===== config.mk =====
export PLATFORM = sky130hd
export DESIGN_NAME = max_pool_stream
export DESIGN_NICKNAME = d
export VERILOG_FILES = /design/src/rtl/cnn_pkg.sv /design/src/rtl/pool_row_buffer.sv /design/src/rtl/max_pool_stream.sv
export SDC_FILE = /design/constraint.sdc
export NUM_CORES = 1
export LEC_CHECK = 0
export BUFFER_PORTS_ARGS = -buffer_cell sky130_fd_sc_hd__buf_2
export CORE_ASPECT_RATIO = 0.75
export CORE_UTILIZATION = 67
export DETAILED_ROUTE_END_ITERATION = 8
export PLACE_DENSITY_LB_ADDON = 0.15
export REMOVE_ABC_BUFFERS = 1
export SLEW_MARGIN = 0
export SYNTH_ARGS = -nofsm -noshare
export SYNTH_HDL_FRONTEND = slang
export SYNTH_HIERARCHICAL = 1
export SYNTH_SLANG_ARGS = --single-unit

===== constraint.sdc =====
create_clock -name clk_i -period 10.9 [get_ports clk_i]
set_input_delay 2.18 -clock clk_i [delete_from_list [all_inputs] [get_ports clk_i]]
set_output_delay 2.18 -clock clk_i [all_outputs]
set_load 0.02 [all_outputs]

===== src/rtl/cnn_pkg.sv =====
// Shared CNN datapath types and geometry constants.
package cnn_pkg;

  typedef enum logic [1:0] {
    IDLE  = 2'd0,
    RUN   = 2'd1,
    DRAIN = 2'd2
  } pool_state_e;

  localparam int CNN_IMG_W  = 28;
  localparam int CONV_OUT_W = CNN_IMG_W - 2;

endpackage


===== src/rtl/pool_row_buffer.sv =====
// Half-width row buffer holding the horizontal pair maxima of an even row.
// One synchronous write port, one combinational read port; no reset on contents.
module pool_row_buffer #(
  parameter int DATA_WIDTH = 32,
  parameter int DEPTH      = 13,
  parameter int ADDR_W     = 4
) (
  input  logic                         clk_i,
  input  logic                         wr_en_i,
  input  logic [ADDR_W-1:0]            wr_addr_i,
  input  logic signed [DATA_WIDTH-1:0] wr_data_i,
  input  logic [ADDR_W-1:0]            rd_addr_i,
  output logic signed [DATA_WIDTH-1:0] rd_data_o
);

  logic signed [DATA_WIDTH-1:0] r_mem [DEPTH];

  always_ff @(posedge clk_i) begin
    if (wr_en_i && (int'(wr_addr_i) < DEPTH)) begin
      r_mem[wr_addr_i] <= wr_data_i;
    end
  end

  // Addresses past DEPTH only occur for the discarded trailing column.
  assign rd_data_o = (int'(rd_addr_i) < DEPTH) ? r_mem[rd_addr_i] : '0;

endmodule


===== src/rtl/max_pool_stream.sv =====
// Streaming 2x2/stride-2 signed max pool; one output register, result valid the cycle after the odd-row/odd-col input.
// Input stalls (in_ready_o low) whenever the output register is full and not being drained.
module max_pool_stream
  import cnn_pkg::*;
#(
  parameter int DATA_WIDTH = 32,
  parameter int IMG_W      = CONV_OUT_W,
  parameter int IMG_H      = CONV_OUT_W
) (
  input  logic                         clk_i,
  input  logic                         rst_ni,
  input  logic                         start_i,
  input  logic signed [DATA_WIDTH-1:0] in_data_i,
  input  logic                         in_valid_i,
  output logic                         in_ready_o,
  output logic signed [DATA_WIDTH-1:0] out_data_o,
  output logic                         out_valid_o,
  input  logic                         out_ready_i,
  output logic                         out_last_o,
  output logic                         busy_o,
  output logic                         done_o
);

  localparam int POOL_W = IMG_W / 2;
  localparam int POOL_H = IMG_H / 2;
  localparam int COL_W  = (IMG_W > 1) ? $clog2(IMG_W) : 1;
  localparam int ROW_W  = (IMG_H > 1) ? $clog2(IMG_H) : 1;
  localparam int BUF_AW = (POOL_W > 1) ? $clog2(POOL_W) : 1;

  localparam logic [COL_W-1:0] COL_LAST      = COL_W'(IMG_W - 1);
  localparam logic [ROW_W-1:0] ROW_LAST      = ROW_W'(IMG_H - 1);
  localparam logic [COL_W-1:0] COL_PAIR_LAST = COL_W'(POOL_W - 1);
  localparam logic [ROW_W-1:0] ROW_PAIR_LAST = ROW_W'(POOL_H - 1);

  pool_state_e                  r_state;
  logic [COL_W-1:0]             r_col;
  logic [ROW_W-1:0]             r_row;
  logic signed [DATA_WIDTH-1:0] r_hold;
  logic signed [DATA_WIDTH-1:0] r_out_data;
  logic                         r_out_valid;
  logic                         r_out_last;
  logic                         r_busy;
  logic                         r_done;

  logic                         w_out_free;
  logic                         w_in_hs;
  logic                         w_col_last;
  logic                         w_row_last;
  logic                         w_frame_last;
  logic [COL_W-1:0]             w_col_pair;
  logic [ROW_W-1:0]             w_row_pair;
  logic [BUF_AW-1:0]            w_buf_addr;
  logic                         w_buf_we;
  logic                         w_out_load;
  logic                         w_last_pair;
  logic signed [DATA_WIDTH-1:0] w_buf_rd;
  logic signed [DATA_WIDTH-1:0] w_max_hx;
  logic signed [DATA_WIDTH-1:0] w_max_all;

  assign w_out_free   = !r_out_valid || out_ready_i;
  assign in_ready_o   = (r_state == RUN) && w_out_free;
  assign w_in_hs      = in_valid_i && in_ready_o;

  assign w_col_last   = (r_col == COL_LAST);
  assign w_row_last   = (r_row == ROW_LAST);
  assign w_frame_last = w_col_last && w_row_last;

  assign w_col_pair   = r_col >> 1;
  assign w_row_pair   = r_row >> 1;
  assign w_buf_addr   = BUF_AW'(w_col_pair);

  // Trailing odd column/row never reach an odd-col load, so they fall out naturally.
  assign w_buf_we     = w_in_hs && r_col[0] && !r_row[0];
  assign w_out_load   = w_in_hs && r_col[0] && r_row[0];
  assign w_last_pair  = (w_col_pair == COL_PAIR_LAST) && (w_row_pair == ROW_PAIR_LAST);

  assign w_max_hx     = (r_hold > in_data_i) ? r_hold : in_data_i;
  assign w_max_all    = (w_buf_rd > w_max_hx) ? w_buf_rd : w_max_hx;

  pool_row_buffer #(
    .DATA_WIDTH (DATA_WIDTH),
    .DEPTH      (POOL_W),
    .ADDR_W     (BUF_AW)
  ) u_row_buf (
    .clk_i      (clk_i),
    .wr_en_i    (w_buf_we),
    .wr_addr_i  (w_buf_addr),
    .wr_data_i  (w_max_hx),
    .rd_addr_i  (w_buf_addr),
    .rd_data_o  (w_buf_rd)
  );

  always_ff @(posedge clk_i) begin
    if (!rst_ni) begin
      r_state     <= IDLE;
      r_col       <= '0;
      r_row       <= '0;
      r_hold      <= '0;
      r_out_data  <= '0;
      r_out_valid <= 1'b0;
      r_out_last  <= 1'b0;
      r_busy      <= 1'b0;
      r_done      <= 1'b0;
    end else begin
      r_done <= 1'b0;

      case (r_state)
        IDLE: begin
          if (start_i) begin
            r_col   <= '0;
            r_row   <= '0;
            r_state <= RUN;
            r_busy  <= 1'b1;
          end
        end
        RUN: begin
          if (w_in_hs && w_frame_last) begin
            r_state <= DRAIN;
          end
        end
        DRAIN: begin
          if (w_out_free) begin
            r_state <= IDLE;
            r_busy  <= 1'b0;
            r_done  <= 1'b1;
          end
        end
        default: begin
          r_state <= IDLE;
          r_busy  <= 1'b0;
        end
      endcase

      if (w_in_hs) begin
        if (w_col_last) begin
          r_col <= '0;
          r_row <= w_row_last ? '0 : r_row + 1'b1;
        end else begin
          r_col <= r_col + 1'b1;
        end
        if (!r_col[0]) begin
          r_hold <= in_data_i;
        end
      end

      // A fresh load wins over a concurrent drain so valid stays high back-to-back.
      if (w_out_load) begin
        r_out_data  <= w_max_all;
        r_out_valid <= 1'b1;
        r_out_last  <= w_last_pair;
      end else if (out_ready_i) begin
        r_out_valid <= 1'b0;
        r_out_last  <= 1'b0;
      end
    end
  end

  assign out_data_o  = r_out_data;
  assign out_valid_o = r_out_valid;
  assign out_last_o  = r_out_last;
  assign busy_o      = r_busy;
  assign done_o      = r_done;

endmodule


==> reports/metrics.csv, run 1 <==
metric,value,unit
status,"complete, no violations",
clock_latency,0.56,ns
worstHoldPathType,reg -> reg,
critPathArrivalTime,8.76,ns
yosys.area_share.simple,12.0,%
fin_ws,2.61,ns
ant_nets,0,
final_cell_area,0.0252,mm2
start_util,68.4,%
grt_pass1_vias,14600,
clkSinkCount,496,
die_area,0.0350,mm2
post-cts-setup-buffers,0,
drc_errors,0,
track_usage,33.2,%
gp_congestion,0.916,
use_met2,53.0,%
areaGrowthSynthToFinish,9.61,%
placed_area,0.0237,mm2
ys.flop_type,edfxtp_1,
rsz0062_at_grt,no,
skew,0.0222,ns
post_cts_resized,0,
io_pins,74,
antennaDiodeCount,0,
place_hpwl,34400,um
ir_drop,0.148,mV
critPathKind,in -> reg,
crit_required,11.36,ns
clkTransAtPathRegs,0.07,ns
synthArstFlopShare,0,%
clockRootBuffer,clkbuf_16,
period_share,76.1,%
start_kind,input pin,
fmax,121,MHz
final_nets,1862,
grtUsageMet1,47.6,%
powerDensity,156,mW/mm2
maxSlewHeadroom,20.3,%
yosysWarnings,6,
firstDrtPassIters,5,
postCtsHoldBufs,0,
routedWlPerCell,25.7,um
vias,15100,
dp_slack,2.22,ns
slew_violations,0,
die_h,162,um
grtUsageMet3,5.45,%
drt_iter0_markers,2118,
tns,0,ns
reg2reg_depth,17,
grt_overflow_total,0,
synth_compound_area_share,10.2,%
numCtsBuffers,47,
synth_edf_count,416,
cts_tree,built,
avgViaCountPerCell,6.74,
ys_seq_area_share,61.4,%
synth_cell_types,67,
crit_fanout,130,
grt_max_degree,131,
endpoint_kind,flip-flop,
syn_area,0.0230,mm2
drt-total-wl,57800,um
synth_cells,1714,
final_cell_mix,"edfxtp_1 (416), nand2_1 (209), inv_1 (103)",
synth-seq-cells,496,
coreArea,0.0336,mm2
synthAdderAreaFrac,3.70,%
cap_viol_max_count,0,
rows,58,
port_buffers,73,
setup-violations-final,0,
synth_mux_area_share,8.40,%
crit_top_cell,inv_1,
drive_gt1_share,18.6,%
p_leak,8.85,nW
tightestPinTransition,1.19,ns
busiest_layer,met2,
hold_viol_final,0,
htree_levels,2,
layout_commonest_cell,edfxtp_1,
min_delay_path_depth,2,
synthXorXnorAreaFrac,0,%
cp_slowest_cell,and2_2,
synth_top_family_by_area,simple AND/OR/NAND/NOR gates,
grt_antenna_before_repair,0,
syn_avg_cell_area,13.4,um2
clockBufferDepth,3,
grt_first_pass_wirelength,86700,um
fp.dieW,216,um
min_period,8.29,ns
crit_chain,"buf_2, inv_1, ha_4, nand4_2, nor3_1, a211oi_4, and2_2, o211ai_1, or3b_1, inv_1, ha_1, and4_1, nand2_1, nor4b_2, o31ai_1, a32o_1, nand3b_1, buf_4, o221ai_1",
slowest_delay,1.07,ns
==> area by class of cell <==
class	instances	area [um2]
tap	450	563
fill	2105	8430
clock buffer	67	1340
multi-input combinational	1001	8010
sequential	496	14100
inverter	106	398
timing repair buffer	105	606
clock inverter	20	156
==> kinds of logic (layout without fill, tap and decap cells) <==
logic type | after synthesis | in the layout
AO/OA/AOI/OAI | 317 | 317
buffers and inverters | 217 | 298
flip-flops | 496 | 496
multiplexers | 109 | 109
adder cells (fa/ha/maj) | 68 | 68
AND/OR/NAND/NOR | 507 | 507
==> Yosys cell counts (15+ instances only) <==
library cell / n / share of area [%]
nand4b_1: 63 / 2.4
o22ai_1: 15 / 0.41
nor3b_2: 19 / 1.0
nand2_1: 209 / 3.4
mux2i_1: 25 / 1.1
buf_2: 36 / 0.78
o211ai_1: 36 / 1.2
a22oi_1: 39 / 1.3
ha_1: 68 / 3.7
o221ai_1: 31 / 1.2
a22o_1: 19 / 0.72
clkbuf_1: 43 / 0.70
a211o_1: 18 / 0.69
nor2_1: 92 / 1.5
mux4_2: 65 / 6.4
inv_1: 103 / 1.7
o21a_1: 31 / 1.0
edfxtp_1: 416 / 54
a21oi_1: 70 / 1.5
mux2_2: 19 / 0.93
dfxtp_1: 80 / 7.0
buf_4: 15 / 0.49
nand2b_1: 39 / 1.1
==> worst max-delay path, delay by kind of cell <==
kind	cells	cell delay, ns
AO/OA/AOI/OAI	5	1.51
buffers and inverters	4	0.81
adder cells (fa/ha/maj)	2	0.77
AND/OR/NAND/NOR	8	3.38
==> routing by layer <==
| metal | vias to the layer above | share of wire, % |
|---|---|---|
| met1 | 7557 | 40 |
| li1 | 6624 | - |
| met2 | 851 | 48 |
| met4 | 0 | 2.6 |
| met5 | - | 0 |
| met3 | 106 | 9.9 |
==> report_power, final <==
group / switching, W / internal, W
registers: 0.00000796 / 0.00209
clock network: 0.000703 / 0.000884
logic: 0.000165 / 0.0000694
total: 0.000875 / 0.00304
==> state kept, by name, indices dropped and copies added, names as in the netlist <==
signal and count:
u_row_buf/r_mem 416, out_data_o 32, r_hold 32, r_col 5, r_row 5, r_state 2, busy_o 1, done_o 1
out_last_o 1, out_valid_o 1
==> path summary, 6_finish.rpt <==
path                                    start  slack, ns              to
worst max-delay path            in_data_i[31]       2.61  out_data_o[11]
worst min-delay path                   busy_o       0.45          busy_o
worst min register to register         busy_o       0.45          busy_o
worst max register to register     r_hold[31]       4.05  out_data_o[11]
==> through the flow <==
stage               hold slack [ns]  instances  util [%]  total power [W]
floorplan                     0.463       1603         -          0.00228
global placement              0.444       2158      70.5          0.00235
detailed placement            0.444       2158      70.5          0.00236
CTS                           0.452       2245      74.9          0.00392
global route                  0.464       2245      74.9          0.00402
finish                        0.454       2245      74.9          0.00392
Power figures use the tool's default switching activity.
==> inputs of run 2 (changes only) <==
- CORE_UTILIZATION: 67 -> 56
- clock period: 10.9 -> 7.2 ns (I/O delays scaled with it)
==> run 2 against run 1 <==
  * Count of clock-buffer cells in the layout down 16
  * Sequential share of layout area shrank 0.48 points
  * Clock power grew 52%
  * Register-to-register slack lost 2.1 ns
  * Sequential cell count unchanged
  * Wire length increased by 1.6%
  * Non-clock buffer count is 16 higher
==> reports/metrics.csv, run 2 (synthesized netlist as in run 1, its figures left out) <==
metric,value,unit,change
worstHoldPathType,reg -> reg,,unchanged
start_kind,input pin,,unchanged
r2r_start,r_hold[23],,was r_hold[31]
htree_levels,2,,unchanged
die_h,177,um,was 162 um
combPwrFrac,6.1,%,was 6.0%
tightestPinTransition,1.08,ns,was 1.19 ns
final_cells,2331,,was 2245
fin_ws,1.28,ns,was 2.61 ns
rrSetupSlack,1.98,ns,was 4.05 ns
largest_reg_flops,416,,unchanged
placed_area,0.0239,mm2,was 0.0237 mm2
status,"complete, no violations",,unchanged
slew_violations,0,,unchanged
final_cell_area,0.0254,mm2,was 0.0252 mm2
switching_power,0.00135,W,was 0.000875 W
crit_required,7.67,ns,was 11.36 ns
routedWlPerCell,25.2,um,was 25.7 um
clockRootBuffer,clkbuf_16,,unchanged
powerDensity,234,mW/mm2,was 156 mW/mm2
tns,0,ns,unchanged
skew,0.0195,ns,was 0.0222 ns
crit_chain,"buf_2, inv_1, ha_1, nand4_1, or4_4, a31oi_4, nand4b_1, nor3b_2, ha_1, nand4_1, nor4_1, nor4b_2, o31ai_1, a32o_1, nand3b_1, buf_4, o221ai_1",,"was buf_2, inv_1, ha_4, nand4_2, nor3_1, a211oi_4, and2_2, o211ai_1, or3b_1, inv_1, ha_1, and4_1, nand2_1, nor4b_2, o31ai_1, a32o_1, nand3b_1, buf_4, o221ai_1"
grt_max_degree,129,,was 131
rows,63,,was 58
clkSinkCount,496,,unchanged
regMostFlops,u_row_buf/r_mem,,unchanged
port_buffers,73,,unchanged
post_cts_resized,0,,unchanged
slowest_delay,0.71,ns,was 1.07 ns
grt_pass1_vias,14000,,was 14600
clockBufferDepth,3,,unchanged
antennaDiodeCount,0,,unchanged
cp_slowest_cell,a31oi_4,,was and2_2
hold_viol_final,0,,unchanged
grt_antenna_before_repair,1,,was 0
crit_fanout,32,,was 130
die_area,0.0418,mm2,was 0.0350 mm2
pwr-share-clk,40.5,%,about the same
start_util,57.5,%,was 68.4%
drt-total-wl,58700,um,was 57800 um
place_hpwl,37000,um,was 34400 um
min_from,busy_o,,unchanged
critPathKind,in -> reg,,unchanged
final_nets,1878,,was 1862
vias,14900,,was 15100
setup-violations-final,0,,unchanged
cts_tree,built,,unchanged
p_leak,8.94,nW,was 8.85 nW
postCtsHoldBufs,0,,unchanged
firstDrtPassIters,5,,unchanged
maxSlewHeadroom,27.7,%,was 20.3%
reg2reg_depth,15,,was 17
io_pins,74,,unchanged
rsz0062_at_grt,no,,unchanged
post-cts-setup-buffers,0,,unchanged
reg2reg_to,out_data_o[10],,was out_data_o[11]
fmax,169,MHz,
dp_slack,0.837,ns,was 2.22 ns
final_cell_mix,"edfxtp_1 (416), nand2_1 (209), inv_1 (103)",,unchanged
netSwitchingFraction,22.8,%,was 22.3%
post-place-cells,2244,,was 2158
ir_drop,0.212,mV,was 0.148 mV
min_period,5.92,ns,
coreArea,0.0400,mm2,was 0.0336 mm2
layout_commonest_cell,edfxtp_1,,unchanged
seqPwrFrac,53.4,%,was 53.5%
fp.dieW,236,um,was 216 um
period_share,82.3,%,
areaGrowthSynthToFinish,10.6,%,was 9.61%
track_usage,28.1,%,was 33.2%
cap_viol_max_count,0,,unchanged
avgViaCountPerCell,6.37,,was 6.74
critPathArrivalTime,6.39,ns,was 8.76 ns
whs_endpoint,busy_o,,unchanged
min_delay_path_depth,2,,unchanged
path_buf_inv,3,,was 4
p_int,0.00459,W,was 0.00304 W
gp_congestion,0.895,,was 0.916
grt_overflow_total,0,,unchanged
drc_errors,0,,unchanged
grt_first_pass_wirelength,87500,um,was 86700 um
critPathTopFamily,simple AND/OR/NAND/NOR gates,,unchanged
drive_gt1_share,19.3,%,was 18.6%
endpoint_kind,flip-flop,,unchanged
numCtsBuffers,47,,unchanged
drt_iter0_markers,1606,,was 2118
clkTransAtPathRegs,0.07,ns,about the same
ant_nets,0,,unchanged
clock_latency,0.57,ns,was 0.56 ns
==> run 2: changes by cell type in the layout (fill, tap and decap cells not counted), moves of 2 or more <==
| cell | delta |
|---|---|
| clkinv_2 | +4 |
| clkbuf_4 | -3 |
| clkinv_1 | +8 |
| clkbuf_1 | -8 |
| clkbuf_16 | -2 |
| inv_6 | +2 |
| buf_4 | +15 |
| bufinv_16 | +2 |
| clkinv_4 | +2 |
| clkbuf_8 | -3 |
==> run 2: how the worst max path moves through the flow <==
| stage | slack, ns | from | endpoint | cells after the start |
|---|---|---|---|---|
| 2_1_floorplan | -1.88 | in_data_i[31] | out_data_o[0] | 17 |
| 3_3_place_gp | 1.01 | in_data_i[23] | out_data_o[2] | 17 |
| 3_5_place_dp | 0.84 | in_data_i[23] | out_data_o[11] | 20 |
| 4_1_cts | 1.37 | in_data_i[23] | out_data_o[10] | 20 |
| 5_1_grt | 0.87 | in_data_i[23] | out_data_o[11] | 20 |
| 6_report | 1.28 | in_data_i[23] | out_data_o[10] | 17 |
==> run 2: per-layer routing <==
metal	up-vias	GRT usage (%)	wire length (um)
met5	-	0	0
met4	0	8.47	1660
met3	100	4.37	4400
met2	638	44.1	27100
met1	7464	40.7	25500
li1	6653	-	-
==> run 2: worst min-delay path: cells and delay by family (launching register included) <==
family,cells,cell delay [ns]
AO/OA/AOI/OAI,1,0.06
flip-flops,1,0.31
AND/OR/NAND/NOR,1,0.05
==> run 2: layout make-up <==
type,count,area [um2]
flip-flops and latches,496,14100
clock inverters,36,289
multi-input cells,1001,8020
inverters,106,398
repair buffers,121,738
well taps,520,651
fillers,2969,14600
clock buffers,51,1190
==> run 2: power groups by stage <==
stage	Sequential, W	Clock, W	Combinational (W)
after floorplan	0.00323	0	0.000217
after global placement	0.00324	0	0.000343
after detailed placement	0.00324	0	0.000355
after CTS	0.00317	0.00243	0.000357
after global routing	0.00317	0.00254	0.000395
final	0.00317	0.00241	0.000363
==> run 2: per-stage QoR <==
step	power, W	hold WS (ns)	util, %
2_1_floorplan	0.00345	0.463	-
3_3_place_gp	0.00358	0.443	59.8
3_5_place_dp	0.00359	0.455	59.8
4_1_cts	0.00596	0.469	63.5
5_1_grt	0.00611	0.501	63.5
6_report	0.00594	0.469	63.5
==> inputs of run 3 (changes only) <==
- ABC_AREA: unset -> 1
- CORE_UTILIZATION: 56 -> 62
- clock period: 7.2 -> 5.5 ns (I/O delays scaled with it)
==> run 3 against run 2 <==
  * Core utilization grew 7.6 points
  * Sequential share of layout area fell by 0.77 points
  * Setup slack lost 0.79 ns
  * Clock skew grew 0.0020 ns
  * Combinational power increased by 87%
  * Clock power rose by 34%
  * Sequential cell count unchanged
  * Count of clock-buffer cells in the layout is 7 higher
  * Synthesized cell count grew 38%
  * Design area grew 1.4%
  * Non-clock buffer count grew 35
  * Global-route usage up 5.1 points
  * Critical endpoint is now out_data_o[26]
==> reports/metrics.csv, run 3 <==
metric,value,unit,change
rrSetupSlack,0.89,ns,was 1.98 ns
layout_commonest_cell,nand2_1,,was edfxtp_1
whs_endpoint,out_data_o[25],,was busy_o
maxSlewHeadroom,10.2,%,was 27.7%
placed_area,0.0242,mm2,was 0.0239 mm2
post-cts-setup-buffers,0,,unchanged
start_util,63.5,%,was 57.5%
fmax,199,MHz,
r2r_start,r_hold[14],,was r_hold[23]
drt-total-wl,62400,um,was 58700 um
skew,0.0215,ns,was 0.0195 ns
powerDensity,315,mW/mm2,was 234 mW/mm2
synth_commonest_cells,"nand2_1 (556), edfxtp_1 (416), inv_1 (259), nor2_1 (234), nand3_1 (167)",,"was edfxtp_1 (416), nand2_1 (209), inv_1 (103), nor2_1 (92), dfxtp_1 (80)"
hold_ws,0.486,ns,was 0.469 ns
use_met2,52.5,%,was 44.1%
port_buffers,73,,unchanged
rsz0062_at_grt,no,,unchanged
drc_errors,0,,unchanged
grt_overflow_total,0,,unchanged
setup-violations-final,0,,unchanged
clock_latency,0.57,ns,about the same
postCtsHoldBufs,0,,unchanged
start_kind,input pin,,unchanged
fp.dieW,224,um,was 236 um
synth-seq-cells,496,,unchanged
numCtsBuffers,47,,unchanged
crit_fanout,16,,was 32
cts_tree,built,,unchanged
yosysWarnings,6,,unchanged
crit_required,5.91,ns,was 7.67 ns
track_usage,33.2,%,was 28.1%
syn_area,0.0230,mm2,about the same
ys.flop_type,edfxtp_1,,unchanged
ir_drop,0.280,mV,was 0.212 mV
ys_seq_area_share,61.3,%,was 61.4%
slowest_delay,0.41,ns,was 0.71 ns
coreArea,0.0362,mm2,was 0.0400 mm2
grt_first_pass_wirelength,94400,um,was 87500 um
crit_top_cell,nand2_1,,
grt_pass1_vias,16300,,was 14000
reg2reg_to,out_data_o[26],,was out_data_o[10]
synth_cells,2361,,was 1714
clkSinkCount,496,,unchanged
dp_slack,0.0620,ns,was 0.837 ns
ant_nets,0,,unchanged
reg2reg_depth,26,,was 15
firstDrtPassIters,5,,unchanged
regMostFlops,u_row_buf/r_mem,,unchanged
die_area,0.0379,mm2,was 0.0418 mm2
busiest_layer,met2,,unchanged
vias,17400,,was 14900
final_nets,2549,,was 1878
yosys-top-cells-area,"edfxtp_1 (54%), nand2_1 (9.1%), dfxtp_1 (7.0%)",,"was edfxtp_1 (54%), dfxtp_1 (7.0%), mux4_2 (6.4%)"
final_cell_mix,"nand2_1 (555), edfxtp_1 (416), inv_1 (258)",,"was edfxtp_1 (416), nand2_1 (209), inv_1 (103)"
post_cts_resized,0,,unchanged
worstHoldPathType,reg -> reg,,unchanged
tightestPinTransition,1.34,ns,was 1.08 ns
io_pins,74,,unchanged
clockRootBuffer,clkbuf_16,,unchanged
avgViaCountPerCell,5.84,,was 6.37
synth_cell_types,35,,was 67
die_h,169,um,was 177 um
cap_viol_max_count,0,,unchanged
endpoint_kind,flip-flop,,unchanged
rows,60,,was 63
largest_reg_flops,416,,unchanged
status,"complete, no violations",,unchanged
clockBufferDepth,3,,unchanged
min_delay_path_depth,2,,unchanged
period_share,91.2,%,
syn_avg_cell_area,9.74,um2,was 13.4 um2
synth_edf_count,416,,unchanged
hold_viol_final,0,,unchanged
clkTransAtPathRegs,0.06,ns,was 0.07 ns
min_from,out_data_o[25],,was busy_o
routedWlPerCell,20.9,um,was 25.2 um
utilization,71.1,%,was 63.5%
synth_top_area_cell,edfxtp_1,,unchanged
grt_antenna_before_repair,5,,was 1
synth_top_area_share,54.3,%,was 54.4%
grtUsageMet3,4.44,%,was 4.37%
critPathArrivalTime,5.43,ns,was 6.39 ns
critPathKind,in -> reg,,unchanged
drive_gt1_share,12.8,%,was 19.3%
htree_levels,2,,unchanged
path_buf_inv,5,,was 3
fin_ws,0.484,ns,was 1.28 ns
drt_iter0_markers,2084,,was 1606
critPathTopFamily,simple AND/OR/NAND/NOR gates,,unchanged
areaGrowthSynthToFinish,12.0,%,was 10.6%
place_hpwl,38000,um,was 37000 um
p_leak,10.7,nW,was 8.94 nW
grtUsageMet1,47.8,%,was 40.7%
min_period,5.02,ns,
post-synth-top-count-cell,nand2_1,,was edfxtp_1
final_cell_area,0.0257,mm2,was 0.0254 mm2
gp_congestion,0.964,,was 0.895
slew_violations,0,,unchanged
cp_slowest_cell,nor3_1,,was a31oi_4
grt_max_degree,65,,was 129
synthArstFlopShare,0,%,unchanged
tns,0,ns,unchanged
-- run 3: worst register-to-register path, cell delays in order (launching register included) --
cell and delay, ns:
dfxtp_1 0.33, ha_1 0.30, nand2_1 0.06, nor2_1 0.22, nand2_1 0.18, inv_1 0.08, nand2_1 0.06, nand2_1 0.09
nand2_2 0.09, nand3_4 0.08, buf_4 0.37, nand4_1 0.20, nand2_1 0.38, inv_1 0.10, ha_1 0.31, nand2_1 0.08
nor3_1 0.41, nand2_1 0.11, nand2_1 0.07, nand2_1 0.07, nand2_1 0.06, nand2_1 0.12, nand3_1 0.15, buf_4 0.26
nand3_1 0.13, nand2_1 0.07, a21oi_1 0.05
-- run 3: worst max path at each step --
stage | from | end | cells past startpoint
2_1_floorplan | r_col[1] | out_data_o[10] | 20
3_3_place_gp | in_data_i[23] | out_data_o[20] | 28
3_5_place_dp | in_data_i[23] | out_data_o[31] | 28
4_1_cts | in_data_i[23] | out_data_o[3] | 26
5_1_grt | in_data_i[23] | out_data_o[26] | 26
6_report | in_data_i[15] | out_data_o[26] | 27
-- run 3: layout make-up --
| class | instances | area (um2) |
|---|---|---|
| clock inverter | 28 | 258 |
| timing repair buffer | 156 | 1080 |
| multi-input combinational | 1465 | 7360 |
| inverter | 278 | 1040 |
| sequential | 496 | 14100 |
| tap | 496 | 621 |
| antenna | 5 | 12.5 |
| clock buffer | 58 | 1270 |
| fill | 2736 | 10400 |
-- run 3: stage by stage --
step	power, W	std cells
6_report	0.00811	2982
3_5_place_dp	0.00493	2891
4_1_cts	0.00812	2977
3_3_place_gp	0.00491	2891
5_1_grt	0.00835	2982
2_1_floorplan	0.00465	2239
-- run 3: where the power goes --
| part | switching (W) | internal (W) |
|---|---|---|
| Sequential | 0.0000172 | 0.00417 |
| Combinational | 0.000461 | 0.000218 |
| Clock | 0.00137 | 0.00187 |
-- run 3: logic make-up (layout without fill, tap and decap cells) --
group | count (synthesis) | in the layout | share of synthesized area, %
AND/OR/NAND/NOR | 1125 | 1125 | 21.3
flip-flops | 496 | 496 | 61.3
buffers and inverters | 400 | 520 | 7.21
AO/OA/AOI/OAI | 268 | 268 | 6.37
adder cells (fa/ha/maj) | 68 | 68 | 3.70
XOR/XNOR | 4 | 4 | 0.152
other | 0 | 5 | 0
-- run 3: per-layer routing --
metal	routed length, um	vias to the layer above
met5	0	-
met4	1800	0
met3	5380	116
met2	28700	856
met1	26600	8324
li1	-	8114
